$ cat src/rtl/ipsmacge_pfc_pkg.sv
// Shared constants for the per-class pause engine: FSM codes, default widths, stat helper.
package ipsmacge_pfc_pkg;

  localparam int unsigned PfcNcls  = 8;
  localparam int unsigned PfcQw    = 16;
  localparam int unsigned PfcSlotw = 6;
  localparam int unsigned PfcStatW = 16;

  localparam logic [0:0] StIdle = 1'b0;
  localparam logic [0:0] StReq  = 1'b1;

  // Saturating increment for the optional Rx load counters.
  function automatic logic [PfcStatW-1:0] sat_inc(input logic [PfcStatW-1:0] v);
    return (&v) ? v : v + 1'b1;
  endfunction

endpackage

$ cat src/rtl/ipsmacge_pfc_if.sv
// Request/ack bus between the pause engine (master) and Txframing (slave).
interface ipsmacge_pfc_if import ipsmacge_pfc_pkg::*; #(
  parameter int unsigned NCLS = PfcNcls
) ();

  logic            pau_oen;
  logic [NCLS-1:0] pau_vec;
  logic [NCLS-1:0] pau_off;
  logic            pau_ack;

  modport master (output pau_oen, output pau_vec, output pau_off, input pau_ack);
  modport slave  (input pau_oen, input pau_vec, input pau_off, output pau_ack);

endinterface

$ cat src/rtl/ipsmacge_pfc_tmr.sv
// One Rx pause timer: clear beats load, load beats decrement; busy while nonzero.
module ipsmacge_pfc_tmr import ipsmacge_pfc_pkg::*; #(
  parameter int unsigned QW = PfcQw
) (
  input  logic          clk_i,
  input  logic          rst_ni,
  input  logic          clr_i,
  input  logic          load_i,
  input  logic [QW-1:0] qua_i,
  input  logic          dec_i,
  output logic          busy_o
);

  logic [QW-1:0] tmr_d, tmr_q;

  // Next timer value.
  always_comb begin
    tmr_d = tmr_q;
    if (clr_i) begin
      tmr_d = '0;
    end else if (load_i) begin
      tmr_d = qua_i;
    end else if (dec_i && (tmr_q != '0)) begin
      tmr_d = tmr_q - 1'b1;
    end
  end

  // Timer state.
  always_ff @(posedge clk_i or negedge rst_ni) begin
    if (!rst_ni) tmr_q <= '0;
    else         tmr_q <= tmr_d;
  end

  assign busy_o = |tmr_q;

endmodule

$ cat src/rtl/ipsmacge_pfc.sv
// Per-class pause engine for the GE MAC Tx path.
// Optional IPSMACGE_PFC_STAT_EN adds rx_pfccnt, per-class saturating count of Rx timer loads.
module ipsmacge_pfc import ipsmacge_pfc_pkg::*; #(
  parameter int unsigned NCLS  = PfcNcls,
  parameter int unsigned QW    = PfcQw,
  parameter int unsigned SLOTW = PfcSlotw
) (
  input  logic               txclk,
  input  logic               txrst_,
  input  logic               upact,
  input  logic               uppaudis,
  input  logic               rx_pauvld,
  input  logic [NCLS-1:0]    rx_pauvec,
  input  logic [NCLS*QW-1:0] rx_pauqua,
  input  logic               pau_ival,
  output logic [NCLS-1:0]    pau_trandis,
  input  logic [NCLS-1:0]    pause_en,
  input  logic [QW-1:0]      iquanta,
  ipsmacge_pfc_if.master     pau_if
`ifdef IPSMACGE_PFC_STAT_EN
  ,
  output logic [NCLS*PfcStatW-1:0] rx_pfccnt
`endif
);

  logic            vld_m_d, vld_m_q, vld_s1_d, vld_s1_q, vld_s2_d, vld_s2_q;
  logic [NCLS-1:0] pe_m_d, pe_m_q, pe_s1_d, pe_s1_q, pe_s2_d, pe_s2_q;
  logic [SLOTW-1:0] slot_d, slot_q;
  logic [QW-1:0]   gq_d, gq_q;
  logic [NCLS-1:0] pend_on_d, pend_on_q, pend_off_d, pend_off_q;
  logic [NCLS-1:0] vec_d, vec_q, off_d, off_q, pend_clr;
  logic [0:0]      state_d, state_q;
  logic            rcvvld, qtumena, gensample, latch, tmr_clr;
  logic [NCLS-1:0] pe_start, pe_stop;

  // Synchroniser chains; third stage only serves edge detection.
  always_comb begin
    vld_m_d  = rx_pauvld;
    vld_s1_d = vld_m_q;
    vld_s2_d = vld_s1_q;
    pe_m_d   = pause_en;
    pe_s1_d  = pe_m_q;
    pe_s2_d  = pe_s1_q;
    if (!upact) begin
      {vld_m_d, vld_s1_d, vld_s2_d} = '0;
      pe_m_d  = '0;
      pe_s1_d = '0;
      pe_s2_d = '0;
    end
  end

  assign rcvvld    = vld_s1_q & ~vld_s2_q;
  assign pe_start  = pe_s1_q & ~pe_s2_q;
  assign pe_stop   = ~pe_s1_q & pe_s2_q;
  assign qtumena   = (&slot_q) & pau_ival;
  assign gensample = qtumena & (gq_q >= iquanta) & (|iquanta);
  assign latch     = (state_q == StIdle) & (|(pend_on_q | pend_off_q)) & ~uppaudis;
  assign pend_clr  = latch ? (pend_on_q | pend_off_q) : '0;
  assign tmr_clr   = ~upact | uppaudis;

  // Slot counter, refresh counter and pending request bits.
  always_comb begin
    slot_d = pau_ival ? slot_q + 1'b1 : slot_q;
    if (tmr_clr) slot_d = '0;

    gq_d = gq_q;
    if (!upact || !(|pe_s1_q) || gensample) gq_d = '0;
    else if (qtumena && !(&gq_q))           gq_d = gq_q + 1'b1;

    // Bits latched into a frame clear; events of the same cycle survive.
    pend_on_d  = (pend_on_q & ~pend_clr & ~pe_stop) | pe_start | ({NCLS{gensample}} & pe_s1_q);
    pend_off_d = (pend_off_q & ~pend_clr & ~pe_start) | pe_stop;
    if (tmr_clr) begin
      pend_on_d  = '0;
      pend_off_d = '0;
    end
  end

  // Request FSM; vec/off frozen while a request is outstanding.
  always_comb begin
    state_d = state_q;
    vec_d   = vec_q;
    off_d   = off_q;
    if (!upact) begin
      state_d = StIdle;
      vec_d   = '0;
      off_d   = '0;
    end else begin
      case (state_q)
        StIdle: begin
          if (latch) begin
            state_d = StReq;
            vec_d   = pend_on_q | pend_off_q;
            off_d   = pend_off_q;
          end
        end
        default: begin
          if (pau_if.pau_ack) state_d = StIdle;
        end
      endcase
    end
  end

  // State registers.
  always_ff @(posedge txclk or negedge txrst_) begin
    if (!txrst_) begin
      {vld_m_q, vld_s1_q, vld_s2_q} <= '0;
      pe_m_q     <= '0;
      pe_s1_q    <= '0;
      pe_s2_q    <= '0;
      slot_q     <= '0;
      gq_q       <= '0;
      pend_on_q  <= '0;
      pend_off_q <= '0;
      state_q    <= StIdle;
      vec_q      <= '0;
      off_q      <= '0;
    end else begin
      {vld_m_q, vld_s1_q, vld_s2_q} <= {vld_m_d, vld_s1_d, vld_s2_d};
      pe_m_q     <= pe_m_d;
      pe_s1_q    <= pe_s1_d;
      pe_s2_q    <= pe_s2_d;
      slot_q     <= slot_d;
      gq_q       <= gq_d;
      pend_on_q  <= pend_on_d;
      pend_off_q <= pend_off_d;
      state_q    <= state_d;
      vec_q      <= vec_d;
      off_q      <= off_d;
    end
  end

  assign pau_if.pau_oen = (state_q == StReq);
  assign pau_if.pau_vec = vec_q;
  assign pau_if.pau_off = off_q;

  for (genvar i = 0; i < NCLS; i++) begin : g_tmr
    ipsmacge_pfc_tmr #(.QW(QW)) u_tmr (
      .clk_i  (txclk),
      .rst_ni (txrst_),
      .clr_i  (tmr_clr),
      .load_i (rcvvld & rx_pauvec[i]),
      .qua_i  (rx_pauqua[i*QW +: QW]),
      .dec_i  (qtumena),
      .busy_o (pau_trandis[i])
    );
  end

`ifdef IPSMACGE_PFC_STAT_EN
  logic [NCLS-1:0][PfcStatW-1:0] cnt_d, cnt_q;

  // Count effective Rx loads; only port deactivation clears.
  always_comb begin
    cnt_d = cnt_q;
    for (int i = 0; i < NCLS; i++) begin
      if (!upact)                                     cnt_d[i] = '0;
      else if (rcvvld && rx_pauvec[i] && !uppaudis)   cnt_d[i] = sat_inc(cnt_q[i]);
    end
  end

  // Stat counter state.
  always_ff @(posedge txclk or negedge txrst_) begin
    if (!txrst_) cnt_q <= '0;
    else         cnt_q <= cnt_d;
  end

  assign rx_pfccnt = cnt_q;
`endif

endmodule

$ cat src/flat_wrapper.sv
// flat-port wrapper written by rule: the top's interface ports become plain ports
module ipsmacge_pfc_flat import ipsmacge_pfc_pkg::*;
#(
  parameter int unsigned NCLS  = PfcNcls,
  parameter int unsigned QW    = PfcQw,
  parameter int unsigned SLOTW = PfcSlotw
)
  (txclk, txrst_, upact, uppaudis, rx_pauvld, rx_pauvec, rx_pauqua, pau_ival, pau_trandis, pause_en, iquanta, pau_if_pau_oen, pau_if_pau_vec, pau_if_pau_off, pau_if_pau_ack);
  ipsmacge_pfc_if #(.NCLS(NCLS)) pau_if_i ();
  input  logic txclk;
  input  logic txrst_;
  input  logic upact;
  input  logic uppaudis;
  input  logic rx_pauvld;
  input  logic [NCLS-1:0] rx_pauvec;
  input  logic [NCLS*QW-1:0] rx_pauqua;
  input  logic pau_ival;
  output logic [NCLS-1:0] pau_trandis;
  input  logic [NCLS-1:0] pause_en;
  input  logic [QW-1:0] iquanta;
  output wire logic [$bits(pau_if_i.pau_oen)-1:0] pau_if_pau_oen;
  output wire logic [$bits(pau_if_i.pau_vec)-1:0] pau_if_pau_vec;
  output wire logic [$bits(pau_if_i.pau_off)-1:0] pau_if_pau_off;
  input wire logic [$bits(pau_if_i.pau_ack)-1:0] pau_if_pau_ack;
  assign pau_if_pau_oen = pau_if_i.pau_oen;
  assign pau_if_pau_vec = pau_if_i.pau_vec;
  assign pau_if_pau_off = pau_if_i.pau_off;
  assign pau_if_i.pau_ack = pau_if_pau_ack;
  ipsmacge_pfc #(.NCLS(NCLS), .QW(QW), .SLOTW(SLOTW)) u_core (.txclk(txclk), .txrst_(txrst_), .upact(upact), .uppaudis(uppaudis), .rx_pauvld(rx_pauvld), .rx_pauvec(rx_pauvec), .rx_pauqua(rx_pauqua), .pau_ival(pau_ival), .pau_trandis(pau_trandis), .pause_en(pause_en), .iquanta(iquanta), .pau_if(pau_if_i));
endmodule
$ cat config.mk
export PLATFORM = sky130hd
export DESIGN_NAME = ipsmacge_pfc_flat
export DESIGN_NICKNAME = d
export VERILOG_FILES = /design/src/rtl/ipsmacge_pfc_pkg.sv /design/src/rtl/ipsmacge_pfc_if.sv /design/src/rtl/ipsmacge_pfc_tmr.sv /design/src/rtl/ipsmacge_pfc.sv /design/src/flat_wrapper.sv
export SDC_FILE = /design/constraint.sdc
export NUM_CORES = 1
export LEC_CHECK = 0
export ABC_AREA = 1
export CAP_MARGIN = 20
export CORE_MARGIN = 3
export CORE_UTILIZATION = 56
export CTS_BUF_LIST = sky130_fd_sc_hd__clkbuf_16
export DETAILED_ROUTE_END_ITERATION = 7
export GPL_TIMING_DRIVEN = 0
export PLACE_DENSITY = 0.82
export REMOVE_ABC_BUFFERS = 1
export SKIP_LAST_GASP = 1
export SLEW_MARGIN = 20
export SYNTH_ARGS = -nofsm -noshare
export SYNTH_HDL_FRONTEND = slang
export SYNTH_SLANG_ARGS = --single-unit
$ cat constraint.sdc
create_clock -name txclk -period 2.4 [get_ports txclk]
set_input_delay 0.48 -clock txclk [delete_from_list [all_inputs] [get_ports txclk]]
set_output_delay 0.48 -clock txclk [all_outputs]
set_load 0.05 [all_outputs]
==> Yosys cells after proc, flatten, opt, wreduce, memory -nomap -nowiden <==
Index checks and enable logic that the tools add are counted.
{ "word_totals": {"register_bits": 210, "input_bits": 167, "out_inout_bits": 25, "elab_cells": 162} }
{ "classes": {"addsub": 10, "magnitude_cmp": 1, "eq_ne": 2, "n_mux": 47, "bitwise": 35, "n_reduce_logical": 46} }
{ "op_table": {"columns": ["cell", "n"], "rows": [
  ["two-way mux 16 bit", 26],
  ["OR reduction 16 bit", 9],
  ["nonzero test 16 bit", 8],
  ["subtractor 16 x 1 -> 16 bit (second input constant)", 8],
  ["two-way mux 8 bit", 12],
  ["AND 8 bit", 7],
  ["NOT 8 bit", 5],
  ["OR 8 bit", 4],
  ["nonzero test 3 bit", 8],
  ["adder 16 x 1 -> 16 bit (second input constant)", 1],
  ["greater-or-equal comparator 16 bit", 1],
  ["AND reduction 16 bit", 1],
  ["OR reduction 8 bit", 2],
  ["AND 1 bit", 14],
  ["two-way mux 6 bit", 2],
  ["logical AND 1 bit", 9],
  ["two-way mux 1 bit", 7],
  ["adder 6 x 1 -> 6 bit (second input constant)", 1],
  ["AND reduction 6 bit", 1],
  ["NOT 1 bit", 4],
  ["nonzero test 2 bit", 2],
  ["logical NOT 1 bit", 3],
  ["logical OR 1 bit", 2],
  ["!= test 2 x 1 -> 1 bit (second input constant)", 1],
  ["other kinds (3)", 3]
]} }

==> Depth between registers and ports, before layout <==
Gate-level depths: netlist of the first run.
{ "logic_depth": {"ltp_word": 11, "depth_mapped": 15, "depth_no_buf": 14} }

==> Hierarchy <==
Synthesis of the first run repeated with hierarchy kept, for this count alone.
{ "hier_totals": {"cells_unflattened": 2114, "area_unflattened_um2": 14098.5} }
{ "by_module_without_submodules": {"columns": ["mod", "instances", "cells_each", "area_each_um2", "seq_area_each_um2"], "rows": [
  ["ipsmacge_pfc_tmr", 8, 197, 1224.9, 400.4],
  ["ipsmacge_pfc", 1, 538, 4299.1, 2052.0]
]} }

==> Least setup slack after synthesis of the first run <==
No wires, ideal clock.
{ "synth_timing": {"kind": "register to output", "from": "register u_core.g_tmr[7].u_tmr.tmr_q[0]", "to": "output pau_trandis[7]", "arrival_ns": 1.440, "t_required_ns": 1.920, "path_slack_ns": 0.480, "path_stages_with_launch": 9, "path_buffers": 1, "cell_sequence": "dfrtp_1 -> inv_1 -> ha_1 -> nand2_1 -> nor2_1 -> nand3_1 -> nor2_1 -> nand3_1 -> buf_4"} }
{ "synth_between": {"elab_chain_cells": 1} }
{ "synth_rtl": {"columns": ["element", "line", "text"], "rows": [
  ["start, declared", "ipsmacge_pfc_tmr.sv:14", "logic [QW-1:0] tmr_d, tmr_q;"],
  ["start signal, assigned", "ipsmacge_pfc_tmr.sv:31", "else tmr_q <= tmr_d;"],
  ["OR reduction 16 bit", "ipsmacge_pfc_tmr.sv:34", "assign busy_o = |tmr_q;"],
  ["end, declared", "flat_wrapper.sv:18", "output logic [NCLS-1:0] pau_trandis;"]
]} }
No other way between the ends.

==> Final worst setup path of the first run <==
Ends and elaborated chain as after synthesis.

==> run metrics, run 1 <==
number of enable-type register cells in the synthesized netlist=0; CP dominant cell by count=nor2_4; startpoint type of the worst setup path=flip-flop; antenna diode instance count=0; global placer's final weighted congestion=just over 0.9; post-place instance area=between 0.015 and 0.02 mm²; per-instance average area after synthesis=7.09 µm²; fraction of registers with async set or reset after synthesis=1.00; wire length of the first global-routing pass=58.7 mm; via count of the routed design=around 13k; Max rail drop VDD=0.513 mV; worst hold path startpoint=upact; post-synthesis to final-layout area growth=25.1%; H-tree depth reported by CTS=1; post-route ant nets=0; share of layout cells above drive strength 1=0.0940; die area=roughly 0.026 mm²; number of iterations in the first detailed-routing pass=5; flops & latches, synth=210; number of placement rows=55; area leader, netlist=dfrtp_1; post-route clock period utilization=1.04; internal power contribution=7.23 mW; core area=0.0230 mm²; final setup violation count=2; routed via count divided by cell count=about 5.5; sequential element share of the synthesized area=0.394; clock network fraction of design power=0.318; Critical-path top delay cell=dfrtp_1; warning count from the yosys run=0; io pins=192; Worst-Skew Late Latency=approximately 0.52 ns; violated checks=negative setup slack; largest net degree at the start of global routing=~100; Worst Skew=roughly 0.012 ns; most common cell in the synthesized netlist=nand2_1; relative contribution of combinational cells to total power=0.314; Cell Chain, Critical Path=inv_1, ha_1, nand2_1, nor2_4, nand3_2, nor2_4, nand3_1, buf_4; max-cap viol count=0; wire length after detailed routing=between 30 and 40 mm; static leakage=~8.3 nW; worst setup margin=-0.0849 ns; endpoint required time on the critical path=1.92 ns; number of port buffers=approximately 190; CP peak stage delay=0.38 ns; Min Clock Period, post-route=roughly 2.5 ns; gr usage total=0.267; number of distinct library cells after synthesis=46; worst setup path startpoint=u_core.g_tmr[7].u_tmr.tmr_q[0]$_DFFE_PN0P_; initial core utilization=0.580; slew of the pin with the lowest slew margin=0.682 ns; r2r setup slk=0.19 ns; Clock Root Buffer=clkbuf_16; share of the synthesized area in the top cell type=0.394; worst reg2reg path startpoint=u_core.gq_q[0]$_DFFE_PN0P_; dominant cells by area after synthesis=dfrtp_1 (39%), nand2_1 (14%), nand3_1 (6.8%); clock input transition at the sequential cells of the worst setup and hold paths=approximately 0.06 ns; initial antenna violation count=3; PwrDens=between 600 and 700 mW/mm²; Achievable Freq=between 0.4 and 0.5 GHz; die height=around 160 µm; run status=finished, violations left; overall die width=roughly 160 µm; number of buffers added by the clock tree synthesis step=24; sequential cell fraction of total power=0.368; number of failing hold endpoints at the final stage=0; switching power of the nets=3.77 mW; number of fill cells in the layout=around 1.8k; routed wirelength normalized by instance count=14.7 µm; total standard cell area after synthesis=between 0.01 and 0.015 mm²; accumulated negative setup slack=-0.105 ns; Layout Nets=roughly 2.3k; # clock sinks=210; first-iteration detailed-routing DRC count=1071; synth cell count leaders=nand2_1 (509), nor2_1 (220), dfrtp_1 (210); RSZ-0062 raised after global routing=yes; Crit path arrival time=2.00 ns; clock buffer depth=3; cell area after layout=0.0167 mm²; # DRC=0; HPWL Detailed=~24 mm; relative slew slack=0.545; switching part of the total=0.343; Max Slew Vio Count=0; category of the critical setup timing path=flip-flop to output pin; class of the worst hold path=input pin to flip-flop; cell count after synthesis=1878; endpoint kind of the worst setup timing path=output pin; most used flip-flop cell after synthesis=dfrtp_1; via count of the first global-routing pass=approximately 13k; worst-path maximum fanout=4; total congestion overflow=0; clock tree from TritonCTS=done
==> state kept, by name, indices dropped and copies added, names as in the netlist <==
signal	flops
u_core.pe_s1_q	8
u_core.pau_if.pau_vec	8
u_core.pe_s2_q	8
u_core.pe_m_q	8
u_core.pend_off_q	8
u_core.vld_s1_q	1
u_core.pend_on_q	8
u_core.vld_m_q	1
u_core.gq_q	16
u_core.g_tmr.u_tmr.tmr_q	128
u_core.vld_s2_q	1
u_core.pau_if.pau_oen	1
u_core.pau_if.pau_off	8
u_core.slot_q	6
==> what timing repair did <==
item / in CTS / in global routing
gates cloned: 0 / 2
pin swaps: 13 / 15
gates resized for setup: 90 / 30
buffers inserted: 13 / 14
hold buffers: 1 / 0
endpoints found under the setup margin: 11 / 43
hold endpoints to repair: 27 / 0
==> critical path: cells and delay by family, from the launching register on <==
kind                     cells  cell delay, ns
buffers and inverters        2            0.31
flip-flops                   1            0.38
AND/OR/NAND/NOR              5            0.63
adder cells (fa/ha/maj)      1            0.17
==> cells by family (layout without fill, tap and decap cells) <==
group           Yosys count  in the layout  synth area share
simple gates           1014           1015             0.332
compound gates          301            302             0.122
buf+inv                 265            481            0.0843
flops                   210            210             0.394
xor+xnor                 43             43            0.0283
fa+ha+maj                26             26            0.0244
mux                      19             19            0.0143
==> final cells by class <==
cell class,instances,area (µm²),area share
Tap cell,313,392,0.0235
Clock inverter,20,148,0.00886
Timing Repair Buffer,224,2260,0.136
Multi-Input combinational cell,1405,7200,0.432
Inverter,213,815,0.0489
Sequential cell,210,5260,0.315
Clock buffer,24,601,0.0360
==> power groups by stage <==
stage	Sequential, mW	Combinational, mW	Clock [mW]
2_1_floorplan	4.04	2.21	0
3_3_place_gp	4.08	3.01	0
3_5_place_dp	4.08	3.11	0
4_1_cts	4.03	3.29	3.56
5_1_grt	4.08	3.87	3.73
6_report	4.04	3.45	3.50
==> per-layer routing <==
layer / up-vias / part of all wire / global-route usage
li1: 6517 / - / -
met1: 6240 / 0.43 / 0.356
met2: 440 / 0.48 / 0.449
met3: 77 / 0.060 / 0.0436
met4: 6 / 0.025 / 0.0817
met5: - / 0.0013 / 0
==> worst paths after layout <==
| path | to | cells past startpoint |
|---|---|---|
| worst min register to register | u_core.vld_s1_q$_DFF_PN0_ | 2 |
| worst min-delay path | u_core.pe_m_q[3]$_DFF_PN0_ | 3 |
| max in group asynchronous | u_core.g_tmr[6].u_tmr.tmr_q[7]$_DFFE_PN0P_ | 3 |
| worst max register to register | u_core.gq_q[12]$_DFFE_PN0P_ | 9 |
| worst max-delay path | pau_trandis[7] | 8 |
| min in group asynchronous | u_core.g_tmr[7].u_tmr.tmr_q[7]$_DFFE_PN0P_ | 2 |
==> stage by stage <==
step,util,cells,hold slack (ns),setup WS (ns),total power [mW]
4_1_cts,0.715,2393,0.364,-0.0909,10.9
5_1_grt,0.725,2409,0.397,-0.144,11.7
2_1_floorplan,-,1826,0.184,-0.340,6.25
6_report,0.725,2409,0.382,-0.0849,11.0
3_3_place_gp,0.666,2330,0.415,-8.23,7.09
3_5_place_dp,0.672,2335,0.357,-0.458,7.20
==> cells in the final DEF (no fill, tap or decap), drive strengths merged, types with 19 or more instances in the layout <==
master,count
a21oi,77
buf,42
clkbuf,24
clkdlybuf4s50,181
dfrtp,210
ha,26
inv,212
mux2i,19
nand2,544
nand3,185
nand4,25
nor2,232
nor3,21
o21ai,176
o22ai,33
xor2,28
Power figures use the tool's default switching activity.
==> run 2: changes to the inputs <==
--- a/config.mk
+++ b/config.mk
@@ -11,7 +11,6 @@
 export CORE_UTILIZATION = 56
 export CTS_BUF_LIST = sky130_fd_sc_hd__clkbuf_16
 export DETAILED_ROUTE_END_ITERATION = 7
-export GPL_TIMING_DRIVEN = 0
 export PLACE_DENSITY = 0.82
 export REMOVE_ABC_BUFFERS = 1
 export SKIP_LAST_GASP = 1
==> run 2 against run 1 <==
  * The run now ends clean
  * Via count is 1.8% higher
  * Sequential share of layout area is 0.83 points lower
  * Combinational power is 5.8% higher
  * Register-to-register slack worse by 0.03 ns
  * Flip-flop and latch count stayed put
  * Critical path depth is 2 higher
  * Worst hold slack better by 0.057 ns
  * Final area is 2.8% higher
  * Critical path type unchanged
  * Largest power group unchanged
==> run metrics, run 2 (synthesis results as in run 1) <==
run status=completed; dpl cells=2382 (+2.0%); switching power of the nets=3.83 mW (+1.5%); setup slack after placement=-0.0203 ns (+0.438 ns); clock network fraction of design power=0.312 (-0.006); worst hold slack across all endpoints=0.440 ns (+0.0574 ns); io pins=192 (unchanged); CP peak stage delay=0.38 ns (about the same); clock input transition at the sequential cells of the worst setup and hold paths=0.06 ns (about the same); largest net degree at the start of global routing=50 (-50%); switching part of the total=0.342 (-0.000991); RSZ-0062 raised after global routing=yes; final setup violation count=0 (-2); Achievable Freq=0.421 GHz (+4.5%); number of failing hold endpoints at the final stage=0 (unchanged); Top reg by flops=u_core.g_tmr.u_tmr.tmr_q; r2r setup slk=0.16 ns (-0.03 ns); share of layout cells above drive strength 1=0.119 (+0.0253); # clock sinks=210 (unchanged); Cell Chain, Critical Path=inv_2, ha_4, nand3_4, nor2_4, inv_2, nor2_4, nand3_2, inv_1, nand4_1, buf_6; PwrDens=654 mW/mm² (-0.89%); worst-path maximum fanout=2 (-2); HPWL Detailed=25.2 mm (+4.8%); Max Slew Vio Count=0 (unchanged); post-layout instance count excluding filler cells=2467 (+2.4%); Clock Root Buffer=clkbuf_16; Min Clock Period, post-route=2.38 ns (-0.108 ns); first-iteration detailed-routing DRC count=1099 (+2.6%); commonest non-fill, non-tap cells in the layout=nand2_1 (504), dfrtp_1 (208), nor2_1 (207); internal power contribution=7.37 mW (+2.0%); die height=160 µm (unchanged); Crit path arrival time=1.90 ns (-0.10 ns); via count of the routed design=13.5k (+1.8%); initial antenna violation count=2 (-1); overall die width=160 µm (unchanged); post-route clock period utilization=0.991 (-0.0448); post-route ant nets=0 (unchanged); relative slew slack=0.637 (+0.0922); core area=0.0230 mm² (unchanged); endpoint required time on the critical path=1.92 ns (about the same); routed wirelength normalized by instance count=15.0 µm (+2.2%); Max rail drop VDD=0.586 mV (+14%); wire length of the first global-routing pass=60.9 mm (+3.7%); relative contribution of combinational cells to total power=0.325 (+0.011); number of placement rows=55 (unchanged); cell area after layout=0.0171 mm² (+2.8%); slew of the pin with the lowest slew margin=0.542 ns (-0.140 ns); Worst Skew=0.00882 ns (-0.00274 ns); Worst-Skew Late Latency=0.52 ns (about the same); number of fill cells in the layout=1777 (-2.1%); number of buffers added by the clock tree synthesis step=23 (-4.2%); via count of the first global-routing pass=13.0k (+3.8%); number of flip-flops under the largest register name=128 (unchanged); final core utilization=0.745 (+0.0200); total congestion overflow=0 (unchanged); Layout Nets=2331 (+2.6%); static leakage=8.58 nW (+3.3%); global placer's final weighted congestion=0.924 (+0.15%); number of iterations in the first detailed-routing pass=6 (+1); routed via count divided by cell count=5.48 (-0.62%); endpoint kind of the worst setup timing path=output pin; Critical-path top delay cell=dfrtp_1; class of the worst hold path=flip-flop to flip-flop; clock buffer depth=3 (unchanged); initial core utilization=0.580 (unchanged); # DRC=0 (unchanged); total area of sequential cells=0.00526 mm² (about the same); sequential cell fraction of total power=0.362 (-0.006); antenna diode instance count=0 (unchanged); post-synthesis to final-layout area growth=28.6%; wire length after detailed routing=36.9 mm (+4.6%); sum of internal, switching and leakage power=11.2 mW (+1.8%); accumulated negative setup slack=0 ns (+0.105 ns); most common cell after layout, fill and taps aside=nand2_1; multi-input logic area=0.00720 mm² (about the same); H-tree depth reported by CTS=1 (unchanged); Top Registers=u_core.g_tmr.u_tmr.tmr_q x128, u_core.gq_q x16; category of the critical setup timing path=flip-flop to output pin; clock tree from TritonCTS=done; worst setup margin=0.0226 ns (+0.108 ns); die area=0.0257 mm² (unchanged); number of port buffers=191 (unchanged); startpoint type of the worst setup path=flip-flop; max-cap viol count=0 (unchanged); post-place instance area=0.0158 mm² (+2.1%); gr usage total=0.278 (+0.0114)
-- run 2: cell types whose count changed in the layout (fill, tap and decap cells not counted), moves of 3 or more --
cell,previous run,this run
nor2_4,12,17
nand2_2,29,20
inv_2,17,21
buf_12,0,6
buf_4,29,89
nand2_1,497,504
buf_16,4,0
nor2_1,210,207
inv_1,193,186
-- run 2: layer usage --
layer	wire, µm	part of all wire	GRT usage
met2	18000	0.49	0.474
met4	763	0.021	0.0761
met3	2480	0.067	0.0425
met5	24	0.00065	0
met1	15700	0.42	0.371
-- run 2: worst paths after layout --
| kind | cells after the start | end | start |
|---|---|---|---|
| setup / recovery | 10 | pau_trandis[6] | u_core.g_tmr[6].u_tmr.tmr_q[0]$_DFFE_PN0P_ |
| hold / removal | 2 | u_core.pe_s1_q[0]$_DFF_PN0_ | u_core.pe_m_q[0]$_DFF_PN0_ |
| setup reg to reg | 18 | u_core.g_tmr[6].u_tmr.tmr_q[10]$_DFFE_PN0P_ | u_core.g_tmr[6].u_tmr.tmr_q[1]$_DFFE_PN0P_ |
| hold reg to reg | 2 | u_core.pe_s1_q[0]$_DFF_PN0_ | u_core.pe_m_q[0]$_DFF_PN0_ |
| max in group asynchronous | 3 | u_core.g_tmr[0].u_tmr.tmr_q[5]$_DFFE_PN0P_ | txrst_ |
| min in group asynchronous | 2 | u_core.g_tmr[7].u_tmr.tmr_q[14]$_DFFE_PN0P_ | txrst_ |
-- run 2: area by class of cell --
| cell class | instances | share of cell area |
|---|---|---|
| Multi-Input combinational cell | 1403 | 0.421 |
| Sequential cell | 210 | 0.307 |
| Timing Repair Buffer | 287 | 0.159 |
| Inverter | 213 | 0.0473 |
| Clock buffer | 23 | 0.0336 |
| Tap cell | 313 | 0.0229 |
| Clock inverter | 18 | 0.00913 |
-- run 2: repair_timing --
item,4_1_cts,5_1_grt
gates cloned,0,0
gates resized for setup,43,37
endpoints found under the setup margin,8,8
hold buffers,1,0
pin swaps,12,19
endpoints found under the hold margin,44,0
setup buffers,19,24
-- run 2: critical path: cells and delay by family (launching register included) --
family | cells | cell delay, ns
adders and majority gates | 1 | 0.15
and+or+nand+nor | 5 | 0.47
buffers and inverters | 4 | 0.38
DFF | 1 | 0.38
-- run 2: power groups by stage --
stage / registers (mW) / logic [mW] / clock network (mW)
finish: 4.05 / 3.65 / 3.50
global placement: 4.08 / 3.09 / 0
global route: 4.08 / 4.10 / 3.72
floorplan: 4.04 / 2.21 / 0
detailed placement: 4.09 / 3.17 / 0
CTS: 4.03 / 3.41 / 3.56
